<file path="src/rtl/soc_top_v1.sv">
// rtl/soc_top_v1.sv - bring-up SoC top: UART boot banner, then echo of received bytes with DTCM log
module soc_top_v1 #(
    parameter int CLK_FREQ     = 10000000,
    parameter int DIV_WID      = 4,
    parameter int HADDR_WIDTH  = 32,
    parameter int PADDR_WIDTH  = 16,
    parameter int DATA_WIDTH   = 32,
    parameter int ITCM_DEEPTH  = 65536,
    parameter int DTCM_DEEPTH  = 65536,
    parameter int PSLV_NUM     = 5,
    parameter int PSLV_LEN     = 16,
    parameter int HSLV_NUM     = 5,
    parameter int HSLV_LEN     = 16,
    parameter int HMAS_NUM     = 5,
    parameter int HMAS_LEN     = 16,
    parameter int HBURST_WIDTH = 3,
    parameter int IRQ_LEN      = 16
) (
    input  logic               hclk,
    input  logic               hresetn,
    input  logic [DIV_WID-1:0] div_factor,
    output logic               uart_txd,
    input  logic               uart_rxd
);

    localparam int AW = $clog2(DTCM_DEEPTH);
    localparam logic [DIV_WID-1:0] CNT_ONE = {{(DIV_WID-1){1'b0}}, 1'b1};

    if (DTCM_DEEPTH != (1 << AW) || DATA_WIDTH < 8 || DIV_WID < 1 || CLK_FREQ < 1 ||
        HADDR_WIDTH < 1 || PADDR_WIDTH < 1 || ITCM_DEEPTH < 1 || PSLV_NUM < 1 ||
        PSLV_LEN < 1 || HSLV_NUM < 1 || HSLV_LEN < 1 || HMAS_NUM < 1 || HMAS_LEN < 1 ||
        HBURST_WIDTH < 1 || IRQ_LEN < 1) begin : g_bad_cfg
        $error("soc_top_v1: invalid parameter set");
    end

    typedef enum logic [1:0] {TX_IDLE, TX_LOAD, TX_FRAME} tx_state_t;
    typedef enum logic [2:0] {RX_WAIT, RX_IDLE, RX_START, RX_BITS, RX_DONE} rx_state_t;

    logic [DIV_WID-1:0] n_cur;

    tx_state_t          tx_state, tx_state_nxt;
    logic [DIV_WID-1:0] tx_n, tx_cyc;
    logic [3:0]         tx_bit;
    logic [8:0]         tx_shift;
    logic [3:0]         ban_idx;
    logic               banner_pend, have_byte, tx_bit_end, tx_start;
    logic [7:0]         tx_byte;

    logic [7:0]         fifo_mem [4];
    logic [1:0]         fifo_rd, fifo_wr;
    logic [2:0]         fifo_cnt;
    logic               fifo_full, fifo_push, fifo_pop;
    logic               overrun;

    rx_state_t          rx_state, rx_state_nxt;
    logic               rx_s1, rx_s2;
    logic [DIV_WID-1:0] rx_n, rx_cnt, rx_half;
    logic [3:0]         rx_bit;
    logic [7:0]         rx_shift;
    logic               rx_valid;

    logic [AW-1:0]         wptr;
    logic [DATA_WIDTH-1:0] dtcm [DTCM_DEEPTH];

    function automatic logic [7:0] banner_byte(input logic [2:0] idx);
        case (idx)
            3'd0:    banner_byte = 8'h53;
            3'd1:    banner_byte = 8'h4F;
            3'd2:    banner_byte = 8'h43;
            3'd3:    banner_byte = 8'h20;
            3'd4:    banner_byte = 8'h4F;
            3'd5:    banner_byte = 8'h4B;
            3'd6:    banner_byte = 8'h0D;
            default: banner_byte = 8'h0A;
        endcase
    endfunction

    assign n_cur = (div_factor == '0) ? CNT_ONE : div_factor;

    // Transmitter: banner bytes first, then FIFO echoes; frames chain with no idle gap
    assign banner_pend = (ban_idx != 4'd8);
    assign have_byte   = banner_pend || (fifo_cnt != 3'd0);
    assign tx_bit_end  = (tx_cyc == tx_n - CNT_ONE);
    assign tx_byte     = banner_pend ? banner_byte(ban_idx[2:0]) : fifo_mem[fifo_rd];
    assign fifo_pop    = tx_start && !banner_pend;

    always_comb begin
        tx_state_nxt = tx_state;
        tx_start     = 1'b0;
        case (tx_state)
            TX_IDLE: if (have_byte) tx_state_nxt = TX_LOAD;
            TX_LOAD: begin
                tx_start     = 1'b1;
                tx_state_nxt = TX_FRAME;
            end
            TX_FRAME: begin
                if (tx_bit_end && tx_bit == 4'd9) begin
                    if (have_byte) tx_start = 1'b1;
                    else           tx_state_nxt = TX_IDLE;
                end
            end
            default: tx_state_nxt = TX_IDLE;
        endcase
    end

    always_ff @(posedge hclk or negedge hresetn) begin
        if (!hresetn) tx_state <= TX_IDLE;
        else          tx_state <= tx_state_nxt;
    end

    always_ff @(posedge hclk or negedge hresetn) begin
        if (!hresetn) begin
            uart_txd <= 1'b1;
            ban_idx  <= 4'd0;
            tx_n     <= CNT_ONE;
            tx_cyc   <= '0;
            tx_bit   <= 4'd0;
            tx_shift <= '1;
        end else if (tx_start) begin
            uart_txd <= 1'b0;
            tx_shift <= {1'b1, tx_byte};
            tx_bit   <= 4'd0;
            tx_cyc   <= '0;
            tx_n     <= n_cur;
            if (banner_pend) ban_idx <= ban_idx + 4'd1;
        end else if (tx_state == TX_FRAME) begin
            if (tx_bit_end) begin
                tx_cyc <= '0;
                if (tx_bit != 4'd9) begin
                    uart_txd <= tx_shift[0];
                    tx_shift <= {1'b1, tx_shift[8:1]};
                    tx_bit   <= tx_bit + 4'd1;
                end
            end else begin
                tx_cyc <= tx_cyc + CNT_ONE;
            end
        end
    end

    // Echo FIFO; a full FIFO still accepts a push when the same cycle pops
    assign fifo_full = (fifo_cnt == 3'd4);
    assign fifo_push = rx_valid && (!fifo_full || fifo_pop);

    always_ff @(posedge hclk or negedge hresetn) begin
        if (!hresetn) begin
            fifo_rd  <= 2'd0;
            fifo_wr  <= 2'd0;
            fifo_cnt <= 3'd0;
            overrun  <= 1'b0;
        end else begin
            if (fifo_push) fifo_wr <= fifo_wr + 2'd1;
            if (fifo_pop)  fifo_rd <= fifo_rd + 2'd1;
            case ({fifo_push, fifo_pop})
                2'b10:   fifo_cnt <= fifo_cnt + 3'd1;
                2'b01:   fifo_cnt <= fifo_cnt - 3'd1;
                default: fifo_cnt <= fifo_cnt;
            endcase
            if (rx_valid && !fifo_push) overrun <= 1'b1;
        end
    end

    always_ff @(posedge hclk) begin
        if (fifo_push) fifo_mem[fifo_wr] <= rx_shift;
    end

    // Receiver: start re-checked at mid start bit, then one sample per bit period
    assign rx_half  = rx_n >> 1;
    assign rx_valid = (rx_state == RX_DONE);

    always_comb begin
        rx_state_nxt = rx_state;
        case (rx_state)
            RX_WAIT:  if (rx_s2)  rx_state_nxt = RX_IDLE;
            RX_IDLE:  if (!rx_s2) rx_state_nxt = RX_START;
            RX_START: if (rx_cnt >= rx_half) rx_state_nxt = rx_s2 ? RX_IDLE : RX_BITS;
            RX_BITS: begin
                if (rx_cnt == rx_n && rx_bit == 4'd8) rx_state_nxt = rx_s2 ? RX_DONE : RX_WAIT;
            end
            RX_DONE:  rx_state_nxt = RX_IDLE;
            default:  rx_state_nxt = RX_WAIT;
        endcase
    end

    always_ff @(posedge hclk or negedge hresetn) begin
        if (!hresetn) rx_state <= RX_WAIT;
        else          rx_state <= rx_state_nxt;
    end

    always_ff @(posedge hclk or negedge hresetn) begin
        if (!hresetn) begin
            rx_s1    <= 1'b1;
            rx_s2    <= 1'b1;
            rx_n     <= CNT_ONE;
            rx_cnt   <= CNT_ONE;
            rx_bit   <= 4'd0;
            rx_shift <= 8'd0;
        end else begin
            rx_s1 <= uart_rxd;
            rx_s2 <= rx_s1;
            case (rx_state)
                RX_IDLE: begin
                    if (!rx_s2) begin
                        rx_n   <= n_cur;
                        rx_cnt <= CNT_ONE;
                    end
                end
                RX_START: begin
                    if (rx_cnt >= rx_half) begin
                        rx_cnt <= CNT_ONE;
                        rx_bit <= 4'd0;
                    end else begin
                        rx_cnt <= rx_cnt + CNT_ONE;
                    end
                end
                RX_BITS: begin
                    if (rx_cnt == rx_n) begin
                        rx_cnt <= CNT_ONE;
                        rx_bit <= rx_bit + 4'd1;
                        if (rx_bit != 4'd8) rx_shift <= {rx_s2, rx_shift[7:1]};
                    end else begin
                        rx_cnt <= rx_cnt + CNT_ONE;
                    end
                end
                default: ;
            endcase
        end
    end

    always_ff @(posedge hclk or negedge hresetn) begin
        if (!hresetn)      wptr <= '0;
        else if (rx_valid) wptr <= wptr + {{(AW-1){1'b0}}, 1'b1};
    end

    always_ff @(posedge hclk) begin
        if (rx_valid) dtcm[wptr] <= DATA_WIDTH'(rx_shift);
    end

endmodule

</file>
<file path="config.mk">
export PLATFORM = sky130hd
export DESIGN_NAME = soc_top_v1
export DESIGN_NICKNAME = d
export VERILOG_FILES = /design/src/rtl/soc_top_v1.sv
export SDC_FILE = /design/constraint.sdc
export NUM_CORES = 1
export LEC_CHECK = 0
export ABC_AREA = 1
export CAP_MARGIN = 20
export CORE_AREA = 2 2 111 113
export DETAILED_ROUTE_END_ITERATION = 6
export DIE_AREA = 0 0 113 115
export PLACE_DENSITY = 0.55
export SYNTH_ARGS = -nofsm -noshare
export SYNTH_HDL_FRONTEND = slang
export SYNTH_SLANG_ARGS = --single-unit
export TNS_END_PERCENT = 50
</file>
<file path="constraint.sdc">
create_clock -name hclk -period 3.38 [get_ports hclk]
set_input_delay 0.676 -clock hclk [delete_from_list [all_inputs] [get_ports hclk]]
set_output_delay 0.676 -clock hclk [all_outputs]
set_load 0.03 [all_outputs]
</file>
==> key figures <==
Clock network
  • Hold_buf cts: 0
  • Worst skew pair latency: 0.34 ns
  • TritonCTS buffer count: 9
  • Worst-path clk slew: 0.06 ns
  • Max clock buf depth: 2
  • Clock root buffer master: clkbuf_16
  • Post-CTS Setup Repair Bufs: 0
  • Post-CTS sizing: 0
  • Clock sink total: 91
  • H-Tree Level Count: 3
  • CTS tree: built

Global route
  • Total grt overflow: 0
  • First-pass GRT wire length: 14530 µm
  • GRT Util Overall: between 10% and 20%
  • Vias in the first global route: a little over 3000
  • Largest net degree at the start of global routing: 33
  • Initial antenna violation count: 0

Floorplanning
  • Die ar.: ~13000 µm²
  • Chip height: 115 µm
  • I/O pin count: 8
  • Starting Density: between 30% and 40%
  • Row count: 40
  • Die X-Extent: 113 µm
  • CORE AREA: approximately 12000 µm²

Timing
  • Worst setup margin: approximately 0.57 ns
  • Max-slew violation count: 0
  • Hold Vio Cnt, Final: 0
  • Slew Limit Headroom: just under 50%
  • Period minus WS final: 2.814 ns
  • Tcrit/Tclk final: 83.25%
  • Final hold slack: 0.3553 ns
  • Final setup violation count: 0
  • Worst Tran Pin Value: a little under 0.8 ns
  • RSZ-0062 raised after global routing: no
  • Final setup TNS: 0 ns
  • Max Fclk: 355.4 MHz
  • Setup Skew: 0.006972 ns

Route
  • Routed Antenna Nets: 0
  • Routed WL per cell: roughly 13 µm
  • Via count: 3049
  • WL met2: 3979 µm
  • Post-DR vias/cell: about 4.8
  • DRC viols: 1
  • DR top layer: met4
  • DRT iter0 DRCs: just over 300
  • DR pass1 iterations: 6
  • Total Routed Length: 8502 µm
  • M1 WL: 4136 µm
  • Routed length on met3: 251 µm

Pwr
  • Leakage: 2.273 nW
  • Peak VDD IR: 214.5 µV
  • Power per cell area: 753.3 nW/µm²

Critical path
  • CP required: 3.35 ns
  • Worst-path maximum fanout: 8
  • Critical path startpoint category: flop
  • Worst Setup End Kind: flop
  • Critical path arrival: between 2 and 3 ns
  • Critical path type: reg -> reg

Layout
  • Commonest non-fill, non-tap cell in the layout: nand2_1
  • Inserted Diodes: 0
  • Finished Layout Cells: 631
  • Final core occ: about 42%
  • NumNets Final: 510
  • Fraction of layout cells with a size suffix above 1: 10.95%
  • Area delta synth->final: 12.36%
  • Commonest non-fill, non-tap cells in the layout: nand2_1, inv_1, nor2_1, dfrtp_1, o21ai_0

Yosys
  • Sequential cell area fraction in the yosys report: 54.97%
  • Seq cells post-synth: 91
  • Asr flop ratio synth: 64.84%
  • Yosys Warn Count: 0
  • Dominant cell type by area after synthesis: dfrtp_1
  • Post-synth cell types: 42
  • Largest cells by area after synthesis: dfrtp_1, edfxtp_1, dfstp_2
  • Post-synth top flop: dfrtp_1
  • Syn nets: ~500
  • Mapped Avg Cell Area: approximately 9.5 µm²
  • Cells after Synth: 468
  • Post-Syn Area: around 4500 µm²
  • Number of synthesized flops with an enable pin: 32
  • Post-synth top area share: between 20% and 30%

Outcome
  • Status: complete, but fails checks
  • Violated checks: design-rule violations

Placement
  • Setup WS pre-CTS: around 0.5 ns
  • Placer Congestion: 0.8190
  • # placed instances: 615
  • Hpwl dp: 6137 µm
  • # port buffers: 7

Flow run
  • Max_cap viols: 0

Hold path
  • Min-delay worst type: reg -> reg
## worst max-delay path, cell delays in order (launching register included)
cell and delay (ns):
dfstp_2 0.54, inv_1 0.07, ha_1 0.30, xor2_1 0.14, nand2_1 0.07, nor2_1 0.13, nand4_1 0.15, nand2_2 0.14
nand3_2 0.13, nand3_1 0.12, nand2_2 0.12, nor2_1 0.53
## cell families after synthesis
family | after synthesis | share of synthesized area, %
buf+inv | 75 | 6.444
compound gates | 80 | 10.12
xor+xnor | 16 | 3.138
flops | 91 | 54.97
simple gates | 180 | 17.96
fa+ha+maj | 24 | 6.893
mux | 2 | 0.4763
## Yosys cell counts, types with 4 or more instances
cell type   n
inv_2       6
nand4_1     7
a21oi_1    12
a31oi_1     6
nor3_1     10
o21ai_0    38
nand3_1    17
nor2_1     46
ha_1       23
nand2_1    85
clkbuf_1    5
edfxtp_1   32
xor2_1     13
inv_1      60
o22ai_1     9
dfstp_2    14
nand2_2     4
o21ai_1     5
dfrtp_1    45
## routing by layer
layer / vias up / GRT usage, %
met4: 0 / 6.098
met2: 44 / 22.83
met1: 1422 / 18.94
li1: 1575 / -
met5: - / 0
met3: 8 / 3.110
## stage by stage
stage,cell area [µm²],power [mW]
after floorplan,4466,2.438
after detailed placement,4698,2.730
final,5017,3.780
after global placement,4698,2.701
after global routing,5017,4.078
after CTS,5017,3.822
## flip-flops by register name, indices dropped and copies added, names as in the netlist, 2 cells and up
signal    cells
rx_state      3
tx_state      2
rx_cnt        4
ban_idx       4
rx_bit        4
tx_n          4
tx_bit        4
fifo_rd       2
tx_shift      8
fifo_wr       2
tx_cyc        4
fifo_cnt      3
rx_n          4
fifo_mem     32
rx_shift      8
## final timing paths
kind                                      from                  endpoint  slack [ns]  cells after the start
setup / recovery           tx_n[0]$_DFFE_PN1N_  fifo_mem[1][1]$_DFFE_PP_        0.57                     11
hold / removal                 rx_s1$_DFF_PN1_           rx_s2$_DFF_PN1_        0.36                      0
setup reg to reg           tx_n[0]$_DFFE_PN1N_  fifo_mem[1][1]$_DFFE_PP_        0.57                     11
hold reg to reg                rx_s1$_DFF_PN1_           rx_s2$_DFF_PN1_        0.36                      0
max in group asynchronous              hresetn   tx_shift[6]$_DFFE_PN1P_        2.29                      2
min in group asynchronous              hresetn   rx_shift[0]$_DFFE_PN0P_        0.40                      1
## report_power, final
part | total (mW) | leakage (nW) | internal [mW] | switching, mW
clock network | 1.08 | 0.153 | 0.651 | 0.429
registers | 1.73 | 1.01 | 1.48 | 0.250
logic | 0.971 | 1.11 | 0.383 | 0.588
total | 3.78 | 2.27 | 2.51 | 1.27
## cell type report
cell class                 instances  area [µm²]
tap                              147       183.9
multi-input combinational        302        1723
inverter                          67       251.5
clock inverter                     6       90.09
fill                            1124        6794
sequential                        91        2455
clock buffer                      10       229.0
timing repair buffer               8       85.08
Note: power is estimated with default switching activity, not from simulation.
